[src/rtl/quadrature_decoder_multi_if.sv]
// quadrature_decoder_multi_if: encoder pins, control strobes and count readout bundle
interface quadrature_decoder_multi_if #(
  parameter int N_CH = 1,
  parameter int CNT_W = 32
);
  logic [N_CH-1:0] input_A;
  logic [N_CH-1:0] input_B;
  logic [N_CH-1:0] clear;
  logic err_clr;
  logic [N_CH*CNT_W-1:0] count;
  logic [N_CH-1:0] direction;
  logic [N_CH-1:0] err;
  modport master (
    output input_A, input_B, clear, err_clr,
    input count, direction, err
  );
  modport slave (
    input input_A, input_B, clear, err_clr,
    output count, direction, err
  );
endinterface

[src/rtl/quadrature_decoder_multi.sv]
// quadrature_decoder_multi: N-channel synchronised, glitch-filtered x4 quadrature decoder
module quadrature_decoder_multi #(
  parameter int N_CH = 1,
  parameter int CNT_W = 32,
  parameter int FILT_LEN = 2,
  parameter int SATURATE = 0
) (
  input logic clk,
  input logic reset,
  quadrature_decoder_multi_if.slave bus
);
  localparam int SW = $clog2(FILT_LEN + 1) + 1;
  localparam logic [CNT_W-1:0] CNT_MAX = {1'b0, {(CNT_W-1){1'b1}}};
  localparam logic [CNT_W-1:0] CNT_MIN = {1'b1, {(CNT_W-1){1'b0}}};
  logic [N_CH-1:0] a_m, a_s, b_m, b_s;
  logic [1:0] s [N_CH];
  logic [1:0] s_q [N_CH];
  logic [1:0] f [N_CH];
  logic [1:0] f_d [N_CH];
  logic [1:0] diff [N_CH];
  logic [SW-1:0] stab [N_CH];
  logic [SW-1:0] run [N_CH];
  logic [CNT_W-1:0] cnt [N_CH];
  logic [CNT_W-1:0] cnt_nx [N_CH];
  logic [N_CH-1:0] step, up, bad, dir, er;
  logic [N_CH*CNT_W-1:0] cnt_flat;
  always_ff @(posedge clk) begin
    if (reset) begin
      a_m <= '0;
      a_s <= '0;
      b_m <= '0;
      b_s <= '0;
    end else begin
      a_m <= bus.input_A;
      a_s <= a_m;
      b_m <= bus.input_B;
      b_s <= b_m;
    end
  end
  always_comb begin
    step = '0;
    up = '0;
    bad = '0;
    for (int c = 0; c < N_CH; c++) begin
      s[c] = {a_s[c], b_s[c]};
      run[c] = (s[c] != s_q[c]) ? SW'(1) : stab[c] + SW'(1);
      diff[c] = {f[c][0], ^f[c]} - {f_d[c][0], ^f_d[c]};
      step[c] = diff[c][0];
      up[c] = diff[c] == 2'd1;
      bad[c] = diff[c] == 2'd2;
      cnt_nx[c] = bus.clear[c] ? '0 :
                  !step[c] ? cnt[c] :
                  up[c] ? ((SATURATE != 0 && cnt[c] == CNT_MAX) ? cnt[c] : cnt[c] + CNT_W'(1)) :
                  ((SATURATE != 0 && cnt[c] == CNT_MIN) ? cnt[c] : cnt[c] - CNT_W'(1));
    end
  end
  always_ff @(posedge clk) begin
    for (int c = 0; c < N_CH; c++) begin
      if (reset) begin
        s_q[c] <= '0;
        stab[c] <= '0;
        f[c] <= '0;
        f_d[c] <= '0;
        cnt[c] <= '0;
        dir[c] <= 1'b0;
        er[c] <= 1'b0;
      end else begin
        s_q[c] <= s[c];
        stab[c] <= (run[c] >= SW'(FILT_LEN)) ? SW'(FILT_LEN) : run[c];
        if (s[c] != f[c] && run[c] >= SW'(FILT_LEN)) f[c] <= s[c];
        f_d[c] <= f[c];
        cnt[c] <= cnt_nx[c];
        if (step[c]) dir[c] <= !up[c];
        er[c] <= bad[c] | (er[c] & !bus.err_clr);
      end
    end
  end
  always_comb begin
    cnt_flat = '0;
    for (int c = 0; c < N_CH; c++) cnt_flat[c*CNT_W +: CNT_W] = cnt[c];
  end
  assign bus.count = cnt_flat;
  assign bus.direction = dir;
  assign bus.err = er;
endmodule
[src/flat_wrapper.sv]
// flat-port wrapper written by rule: the top's interface ports become plain ports
module quadrature_decoder_multi_flat 
#(
  parameter int N_CH = 1,
  parameter int CNT_W = 32,
  parameter int FILT_LEN = 2,
  parameter int SATURATE = 0
)
  (clk, reset, bus_input_A, bus_input_B, bus_clear, bus_err_clr, bus_count, bus_direction, bus_err);
  quadrature_decoder_multi_if #(.N_CH(N_CH), .CNT_W(CNT_W)) bus_i ();
  input logic clk;
  input logic reset;
  input wire logic [$bits(bus_i.input_A)-1:0] bus_input_A;
  input wire logic [$bits(bus_i.input_B)-1:0] bus_input_B;
  input wire logic [$bits(bus_i.clear)-1:0] bus_clear;
  input wire logic [$bits(bus_i.err_clr)-1:0] bus_err_clr;
  output wire logic [$bits(bus_i.count)-1:0] bus_count;
  output wire logic [$bits(bus_i.direction)-1:0] bus_direction;
  output wire logic [$bits(bus_i.err)-1:0] bus_err;
  assign bus_i.input_A = bus_input_A;
  assign bus_i.input_B = bus_input_B;
  assign bus_i.clear = bus_clear;
  assign bus_i.err_clr = bus_err_clr;
  assign bus_count = bus_i.count;
  assign bus_direction = bus_i.direction;
  assign bus_err = bus_i.err;
  quadrature_decoder_multi #(.N_CH(N_CH), .CNT_W(CNT_W), .FILT_LEN(FILT_LEN), .SATURATE(SATURATE)) u_core (.clk(clk), .reset(reset), .bus(bus_i));
endmodule
[config.mk]
export PLATFORM = sky130hd
export DESIGN_NAME = quadrature_decoder_multi_flat
export DESIGN_NICKNAME = d
export VERILOG_FILES = /design/src/rtl/quadrature_decoder_multi_if.sv /design/src/rtl/quadrature_decoder_multi.sv /design/src/flat_wrapper.sv
export SDC_FILE = /design/constraint.sdc
export NUM_CORES = 1
export LEC_CHECK = 0
export BUFFER_PORTS_ARGS = -buffer_cell sky130_fd_sc_hd__buf_2
export CELL_PAD_IN_SITES_DETAIL_PLACEMENT = 0
export CELL_PAD_IN_SITES_GLOBAL_PLACEMENT = 1
export CORE_ASPECT_RATIO = 1.25
export CORE_MARGIN = 5
export CORE_UTILIZATION = 48
export CTS_CLUSTER_SIZE = 24
export DETAILED_ROUTE_END_ITERATION = 16
export HOLD_SLACK_MARGIN = 0.02
export PLACE_DENSITY = 0.82
export SLEW_MARGIN = 15
export SYNTH_ARGS = -nofsm -noshare
export SYNTH_HDL_FRONTEND = slang
export SYNTH_SLANG_ARGS = --single-unit
export TNS_END_PERCENT = 100
[constraint.sdc]
create_clock -name clk -period 6.6 [get_ports clk]
set_clock_uncertainty 0.15 [all_clocks]
set_input_delay 0.66 -clock clk [delete_from_list [all_inputs] [get_ports clk]]
set_output_delay 0.66 -clock clk [all_outputs]
set_load 0.05 [all_outputs]
==> results.toml, run 1 <==
[yosys]
synthFlopType = "dfxtp_1"
synth-xor-area-share_pct = 5.27
synthMuxAreaShare_pct = 1.47
synth_cell_types = 60
yosysSeqAreaShare_pct = 27.5
ys_ff_latch = 47
yosys.area_share.simple_pct = 20.8
synth_fa_ha_area_share_pct = 13.1
synth-compound-area-share_pct = 28.6
ys_warn_count = 0
synthCells = 426
syn_nets = 468
synth_top_family_by_area = "compound AO/OA/AOI/OAI gates"
synth-edff-count = 2
async_flop_share_pct = 0
netlist_area_um2 = 3490
avgSynthCellArea_um2 = 8.19

[cells_and_area]
fin_area_um2 = 3910
drive_gt1_share_pct = 14.6
register_area_um2 = 961
n_fill_cell = 725
multiInputGateArea_um2 = 2420
syn_to_final_growth_pct = 11.9
diodes = 0
fin_nets = 507
final_cell_mix = "45 x a21oi_1, 45 x dfxtp_1, 42 x nand2_1"

[cts]
cts_buffers = 5
cts_tree = "done"
cts_buffer_depth = 2
h-tree-depth = 2
cts_hold_buf = 0
post_cts_buffers = 0
ctsResizeCount = 0
path_clk_slew_ns = 0.10
clk_latency_ns = 0.31
clockRootBuffer = "clkbuf_8"
cts.sink_count = 47

[worst_hold_path]
hold_path_class = "flop to flop"

[global_route]
grt_use_total_pct = 20.3
grt_pass1_vias = 3218
top_usage_layer = "met2"
grt_pass1_wl_mm = 15.1
grt_max_degree = 28
grt_use_met3_pct = 2.50
antenna_found_initial = 0
use_met2_pct = 34.1
grt_overflow = 0
use_met1_pct = 26.7

[timing]
setup_viol = 0
hold_viol = 0
fin_crit_sh_pct = 73.6
whs_ns = 0.303
finalMaxSlewViolations = 0
max_freq_ghz = 0.206
fin_setup_tns_ns = 0
rsz0062_at_grt = "no"
worst_pin_slew_ns = 0.852
min_period_ns = 4.85
slew_headroom_pct = 43.2
fin_ws_ns = 1.75

[placement]
pre_cts_ws_ns = 1.72
placed_area_um2 = 3770
dp_hpwl_mm = 6.83
portBuffers = 39
place_congestion = 0.895

[critical_path]
worstSetupEndpoint = "u_core.cnt[0][31]"
cp_top_family = "adder cells"
arrival_ns = 4.95
required_ns = 6.70
max_stage_delay_ns = 0.85
startpoint = "u_core.f[0][0]"
cp_cell_sequence = "xnor2_1, ha_1, nor2_1, inv_1, buf_4, ha_1, nand4_1, nor3_1, nand4_1, a2111oi_2, or3_1, mux2i_1, mux2i_1"
worst-path-stages = 13
rr_worst_depth = 13
worstSetupStartpointType = "flop"
timing.rr.start = "u_core.f[0][0]"
crit_type = "flop to flop"
slowest_stage = "ha_1"
crit_buf_inv = 2
end_kind = "flop"
reg2reg_to = "u_core.cnt[0][31]"
r2r_slack_ns = 1.75
crit_path_max_fanout = 27

[power_and_ir_drop]
p_per_area_nw_per_um2 = 555
power_leakage_nw = 1.75
irDropWorstVdd_mv = 0.223

[die]
die_x_um = 86.3
start_util_pct = 49.7
num_io_pins = 40
die_h_um = 105
die_area_um2 = 9090
coreArea_um2 = 7020
fp-row-count = 34

[routing]
drtIter0Drc = 165
drt-total-wl_mm = 8.95
via_per_inst = 5.80
drtPass1Iterations = 4
dr_total_vias = 3224
drcViolationCount = 0
ant_nets = 0
routedWlPerCell_um = 16.1

[status]
status = "finished clean"

[job]
maxCapViolCount = 0
-- kinds of logic after synthesis --
| logic type | count (synthesis) |
|---|---|
| XOR/XNOR | 21 |
| adder cells (fa/ha/maj) | 36 |
| multiplexers | 5 |
| AO/OA/AOI/OAI | 147 |
| other | 1 |
| AND/OR/NAND/NOR | 144 |
| flip-flops | 47 |
| buffers and inverters | 25 |
-- synth_stat cells (all sizes together) (11+ instances only) --
cell type	number	area share (%)
o21ai	36	5.3
nor3	11	1.6
nor2b	15	2.7
a21oi	46	6.7
dfxtp	45	26
nor2	30	3.2
nand2	43	4.7
or3	13	2.5
ha	35	13
xnor2	14	3.5
inv	14	1.5
-- flip-flops by register name, indices dropped and copies added (netlist names) --
name                  count
u_core.b_s                1
u_core.f_d                2
u_core.a_s                1
u_core.s_q                2
u_core.bus.direction      1
u_core.bus.err            1
u_core.cnt               32
u_core.stab               3
u_core.a_m                1
u_core.b_m                1
u_core.f                  2
-- stage by stage --
stage	total power [mW]	utilization, %	cells
4_1_cts	2.17	55.7	556
3_3_place_gp	1.89	53.7	548
6_report	2.17	55.7	556
5_1_grt	2.36	55.7	556
3_5_place_dp	1.90	53.7	548
2_1_floorplan	1.60	-	426
-- routing by layer --
layer | up-vias | share of wire [%]
met2 | 69 | 48
met1 | 1491 | 46
met5 | - | 0
met4 | 0 | 2.0
met3 | 16 | 4.2
li1 | 1648 | -
-- final cells by class --
class / instances / share of cell area [%]
clock buffer: 5 / 1.76
clock inverter: 3 / 1.73
inverter: 14 / 1.35
multi-input combinational: 354 / 61.9
sequential: 47 / 24.6
tap: 90 / 2.88
timing repair buffer: 43 / 5.77
-- power by group --
group	switching, mW	internal, mW
clock	0.111	0.151
combinational	0.972	0.542
sequential	0.0495	0.345
total	1.13	1.04
-- worst min-delay path by stage --
stage	start	end	slack, ns	cells after the start
2_1_floorplan	u_core.a_m	u_core.a_s	0.26	1
3_3_place_gp	u_core.a_m	u_core.a_s	0.27	1
3_5_place_dp	u_core.b_m	u_core.b_s	0.28	1
4_1_cts	u_core.a_m	u_core.a_s	0.30	1
5_1_grt	u_core.a_m	u_core.a_s	0.32	1
6_report	u_core.a_m	u_core.a_s	0.30	1
(Power assumes the default switching activity.)
==> inputs of run 2 (changes only) <==
ABC_AREA = 1   (was default)
CORE_UTILIZATION = 37   (was 48)
PLACE_DENSITY = 0.73   (was 0.82)
clock period = 4.1 ns   (was 6.6 ns; I/O delays follow)
==> run 2 against run 1 <==
Non-clock buffer count down 1. Flip-flop and latch count unchanged. Global-route usage down 3.2 points. Via count up 31%. Largest power group unchanged.
==> results.toml, run 2 <==
[status]
status = "finished clean"

[routing]
drcViolationCount = 0
ant_nets = 0
drtIter0Drc = 136
drt-total-wl_mm = 11.2
drtPass1Iterations = 5
dr_total_vias = 4227
via_per_inst = 4.55
routedWlPerCell_um = 12.1

[critical_path]
end_kind = "flop"
crit_path_max_fanout = 36
required_ns = 4.15
arrival_ns = 3.41
worstSetupStartpointType = "flop"
r2r_slack_ns = 0.74
timing.rr.start = "u_core.f[0][0]"
rr_worst_depth = 18
crit_type = "flop to flop"
reg2reg_to = "u_core.cnt[0][23]"
startpoint = "u_core.f[0][0]"

[power_and_ir_drop]
power_mw = 3.55
power_leakage_nw = 3.05
p_per_area_nw_per_um2 = 745
irDropWorstVdd_mv = 0.222

[die]
fp-row-count = 44
num_io_pins = 40
die_x_um = 106
die_area_um2 = 13800
die_h_um = 130
coreArea_um2 = 11500
start_util_pct = 37.4

[cells_and_area]
fin_nets = 833
diodes = 0
largest_reg_flops = 32
instances_no_fill = 930
largest-register = "u_core.cnt"
reg.largest.list = "u_core.cnt (32), u_core.stab (3)"
syn_to_final_growth_pct = 11.5
final_cell_mix = "242 x nand2_1, 156 x inv_1, 114 x nor2_1"
drive_gt1_share_pct = 9.85
final_common_cell = "nand2_1"

[yosys]
ys_warn_count = 0
yosysTopAreaCellShare_pct = 21.2
avgSynthCellArea_um2 = 5.67
yosys.cell_count.top_type = "nand2_1"
synth.area.top_cells = "nand2_1 21%, dfxtp_1 21%, inv_1 14%"
ys_ff_latch = 47
synthFlopType = "dfxtp_1"
netlist_area_um2 = 4280
ys_top_cells_by_count = "242 x nand2_1, 156 x inv_1, 114 x nor2_1, 45 x dfxtp_1, 38 x nand3_1"
synth_cell_types = 36
yosysTopAreaCell = "nand2_1"
yosysSeqAreaShare_pct = 22.5
synth-edff-count = 2
synthCells = 754
async_flop_share_pct = 0
syn_nets = 796

[cts]
cts_tree = "done"
path_clk_slew_ns = 0.08
clk_latency_ns = 0.30
clockRootBuffer = "clkbuf_16"
cts_buffer_depth = 2
h-tree-depth = 2
cts.sink_count = 47
ctsResizeCount = 0
cts_buffers = 5
post_cts_buffers = 0
cts_hold_buf = 0

[placement]
dp_hpwl_mm = 8.98
place_congestion = 0.868
pre_cts_ws_ns = 0.719
placedCellCount = 922
portBuffers = 39

[timing]
slew_headroom_pct = 49.6
rsz0062_at_grt = "no"
max_freq_ghz = 0.298
min_period_ns = 3.36
whs_ns = 0.160
fin_setup_tns_ns = 0
fin_ws_ns = 0.740
fin_crit_sh_pct = 81.9
worst_pin_slew_ns = 0.755
finalMaxSlewViolations = 0
setup_viol = 0
hold_viol = 0

[global_route]
grt_pass1_wl_mm = 19.2
antenna_found_initial = 0
grt_pass1_vias = 3992
grt_max_degree = 50
grt_overflow = 0
grt_use_total_pct = 17.1

[worst_hold_path]
hold_path_class = "input port to flop"
hp-start = "bus_input_A"
min_to = "u_core.a_m"
worstHoldPathCells = 3

[job]
maxCapViolCount = 0
[run 2: cell type report]
cell class,count,area (um^2)
clock buffer,5,125
clock inverter,3,28.8
fill,1291,6680
inverter,165,619
multi-input combinational,530,2650
sequential,47,961
tap,138,173
timing repair buffer,42,218
[run 2: how the worst max path moves through the flow]
stage                        endpoint  slack, ns  cells after the start
finish              u_core.cnt[0][23]       0.74                     18
global route        u_core.cnt[0][24]       0.39                     18
CTS                 u_core.cnt[0][16]       0.70                     17
detailed placement  u_core.cnt[0][16]       0.72                     17
global placement    u_core.cnt[0][16]       0.79                     17
floorplan           u_core.cnt[0][15]       0.74                     15
[run 2: critical path, cell delays in order, from the launching register on]
cell      delay, ns
edfxtp_1       0.46
xnor2_1        0.17
ha_1           0.24
xnor2_1        0.17
nand2_1        0.09
nand2_1        0.10
nand2_1        0.05
buf_4          0.26
ha_1           0.41
nand2_1        0.12
nor2_1         0.26
and2_1         0.21
nand2_2        0.06
nand2_2        0.15
nand2_2        0.08
nand3_1        0.07
nand3_1        0.08
nand2_1        0.08
inv_1          0.04
[run 2: power by group]
part / switching (mW) / internal (mW)
clock: 0.208 / 0.236
combinational: 1.74 / 0.768
sequential: 0.0626 / 0.536
[run 2: per-layer routing]
metal	vias up	part of all wire [%]	track usage (%)
li1	2324	-	-
met1	1851	46	20.7
met2	42	50	31.7
met3	10	2.0	2.18
met4	0	1.4	4.50
met5	-	0	0
[run 2: kinds of logic after synthesis]
kind of cell	share of synthesized area [%]
other	0.0877
AND/OR/NAND/NOR	40.2
flip-flops	22.5
XOR/XNOR	4.50
AO/OA/AOI/OAI	6.32
adder cells (fa/ha/maj)	10.7
buffers and inverters	15.7
[run 2: per-stage QoR]
step	instance area [um^2]	util, %
after floorplan	4280	-
after global placement	4620	40.3
after detailed placement	4620	40.3
after CTS	4770	41.7
after global routing	4770	41.7
final	4770	41.7
==> inputs of run 3 (changes only) <==
clock period = 2.85 ns   (was 4.1 ns; I/O delays follow)
==> run 3 against run 2 <==
The flow now finishes with violations (negative setup slack). Clock-buffer cell count did not move. Clock power rose by 51%. Sequential share of layout area fell by 3.8 points. Fmax rose by 12%. Largest power group unchanged.
==> results.toml, run 3 (synthesis gave the netlist of run 2 again) <==
[global_route]
antenna_found_initial = 0
grt_max_degree = 50
grt_use_total_pct = 18.2
grt_overflow = 0
grt_pass1_vias = 4361
grt_pass1_wl_mm = 20.2

[cells_and_area]
largest-register = "u_core.cnt"
fin_nets = 881
drive_gt1_share_pct = 27.7
largest_reg_flops = 32
diodes = 0
n_fill_cell = 1178
reg.largest.list = "u_core.cnt (32), u_core.stab (3)"
final_common_cell = "nand2_1"
syn_to_final_growth_pct = 37.1
final_cell_mix = "207 x nand2_1, 154 x inv_1, 98 x nor2_1"

[cts]
cts_buffer_depth = 2
cts.sink_count = 47
path_clk_slew_ns = 0.08
clk_latency_ns = 0.30
cts_buffers = 5
clockRootBuffer = "clkbuf_16"
h-tree-depth = 2
cts_tree = "done"

[die]
die_area_um2 = 13800
coreArea_um2 = 11500
start_util_pct = 37.4
num_io_pins = 40
die_x_um = 106
die_h_um = 130
fp-row-count = 44

[placement]
pre_cts_ws_ns = -0.250
place_congestion = 0.910
dp_hpwl_mm = 9.29
portBuffers = 39

[timing]
fin_ws_ns = -0.160
min_period_ns = 3.01
fin_crit_sh_pct = 106
slew_headroom_pct = 51.8
hold_viol = 0
worst_pin_slew_ns = 0.722
rsz0062_at_grt = "yes"
setup_viol = 22
max_freq_ghz = 0.332
finalMaxSlewViolations = 0

[critical_path]
timing.rr.start = "u_core.f[0][1]"
max_stage_delay_ns = 0.41
reg2reg_to = "u_core.cnt[0][29]"
required_ns = 2.91
r2r_slack_ns = -0.16
crit_top_cell = "nand2_1"
arrival_ns = 3.07
cp_cell_sequence = "xnor2_1, ha_2, xor2_1, nand2_1, nand2_2, nand2_4, buf_6, buf_4, ha_4, nand2_1, nor2_2, nand2_1, nor2_1, nand2_2, nand3_1, nand3_1, nand2_1, inv_1"
worstSetupEndpoint = "u_core.cnt[0][29]"
worstSetupStartpointType = "flop"
rr_worst_depth = 18
startpoint = "u_core.f[0][1]"
crit_type = "flop to flop"
crit_path_max_fanout = 13
slowest_stage = "edfxtp_1"
end_kind = "flop"

[worst_hold_path]
hold_path_class = "input port to flop"
hp-start = "bus_input_A"

[routing]
via_per_inst = 4.60
ant_nets = 0
drt-total-wl_mm = 12.4
drcViolationCount = 0
drtIter0Drc = 128
drtPass1Iterations = 5
routedWlPerCell_um = 12.7
dr_total_vias = 4499

[job]
maxCapViolCount = 0

[power_and_ir_drop]
clkPwrFrac_pct = 10.2
p_switching_mw = 3.46
power_mw = 6.51
p_per_area_nw_per_um2 = 1110
cellInternalPower_mw = 3.05
irDropWorstVdd_mv = 0.450
swShare_pct = 53.1
seqPwrFrac_pct = 13.9
comb_power_share_pct = 75.9
power_leakage_nw = 3.34

[status]
status = "complete, but fails checks"
violations = "negative setup slack"
## run 3: changes by cell type in the layout (fill, tap and decap cells not counted), moves of 11 or more
cell,change
buf_4,+44
nand2_1,-35
ha_1,-32
ha_4,+31
nand2_2,+29
nor2_1,-16
a21oi_1,-13
a21oi_2,+12
nor2_2,+11
## run 3: layout make-up
| type | instances | area, um^2 | share of cell area (%) |
|---|---|---|---|
| well taps | 138 | 173 | 2.94 |
| repair buffers | 90 | 616 | 10.5 |
| inverters | 165 | 619 | 10.6 |
| flip-flops and latches | 47 | 961 | 16.4 |
| multi-input cells | 530 | 3340 | 57.0 |
| clock buffers | 5 | 125 | 2.13 |
| clock inverters | 3 | 31.3 | 0.533 |
## run 3: power groups by stage
stage / clock network (mW) / registers (mW) / logic, mW
floorplan: 0 / 1.19 / 2.50
detailed placement: 0 / 0.881 / 4.04
global route: 0.708 / 0.922 / 5.49
CTS: 0.695 / 0.905 / 4.69
global placement: 0 / 0.881 / 4.00
finish: 0.667 / 0.905 / 4.94
## run 3: worst min-delay path by stage
stage                     slack, ns         end  cells after the start
after global routing           0.03  u_core.a_m                      3
after detailed placement       0.25  u_core.b_s                      2
after global placement         0.24  u_core.a_s                      2
after floorplan                0.24  u_core.a_s                      2
final                          0.03  u_core.a_m                      3
after CTS                      0.03  u_core.b_m                      3
## run 3: through the flow
step	util (%)	TNS [ns]	hold slack, ns	std cells	area (um^2)
after CTS	49.6	-0.671	0.0273	975	5680
after global routing	51.2	-6.89	0.0332	978	5870
after floorplan	-	0	0.238	754	4290
final	51.2	-2.27	0.0280	978	5870
after detailed placement	43.3	-3.76	0.247	965	4960
after global placement	43.3	-2.50	0.240	965	4960
## run 3: what timing repair did
action / 4_1_cts / 5_1_grt
hold buffers: 0 / 0
endpoints found under the setup margin: 27 / 27
gates resized for setup: 84 / 44
pin swaps: 9 / 6
cloned: 0 / 1
buffers inserted: 2 / 2
endpoints found under the hold margin: 0 / 0
## run 3: per-layer routing
metal	vias to the layer above	share of wire [%]	GRT usage, %
met5	-	0	0
met4	0	2.4	6.10
met3	18	2.2	2.13
met2	57	52	34.9
met1	2007	44	20.7
li1	2417	-	-
## run 3: critical path, delay by kind of cell, from the launching register on
kind,cells,cell delay [ns]
xor gates and xnor gates,2,0.35
DFF,1,0.41
adders and majority gates,2,0.50
and+or+nand+nor,11,1.09
buffers and inverters,3,0.41
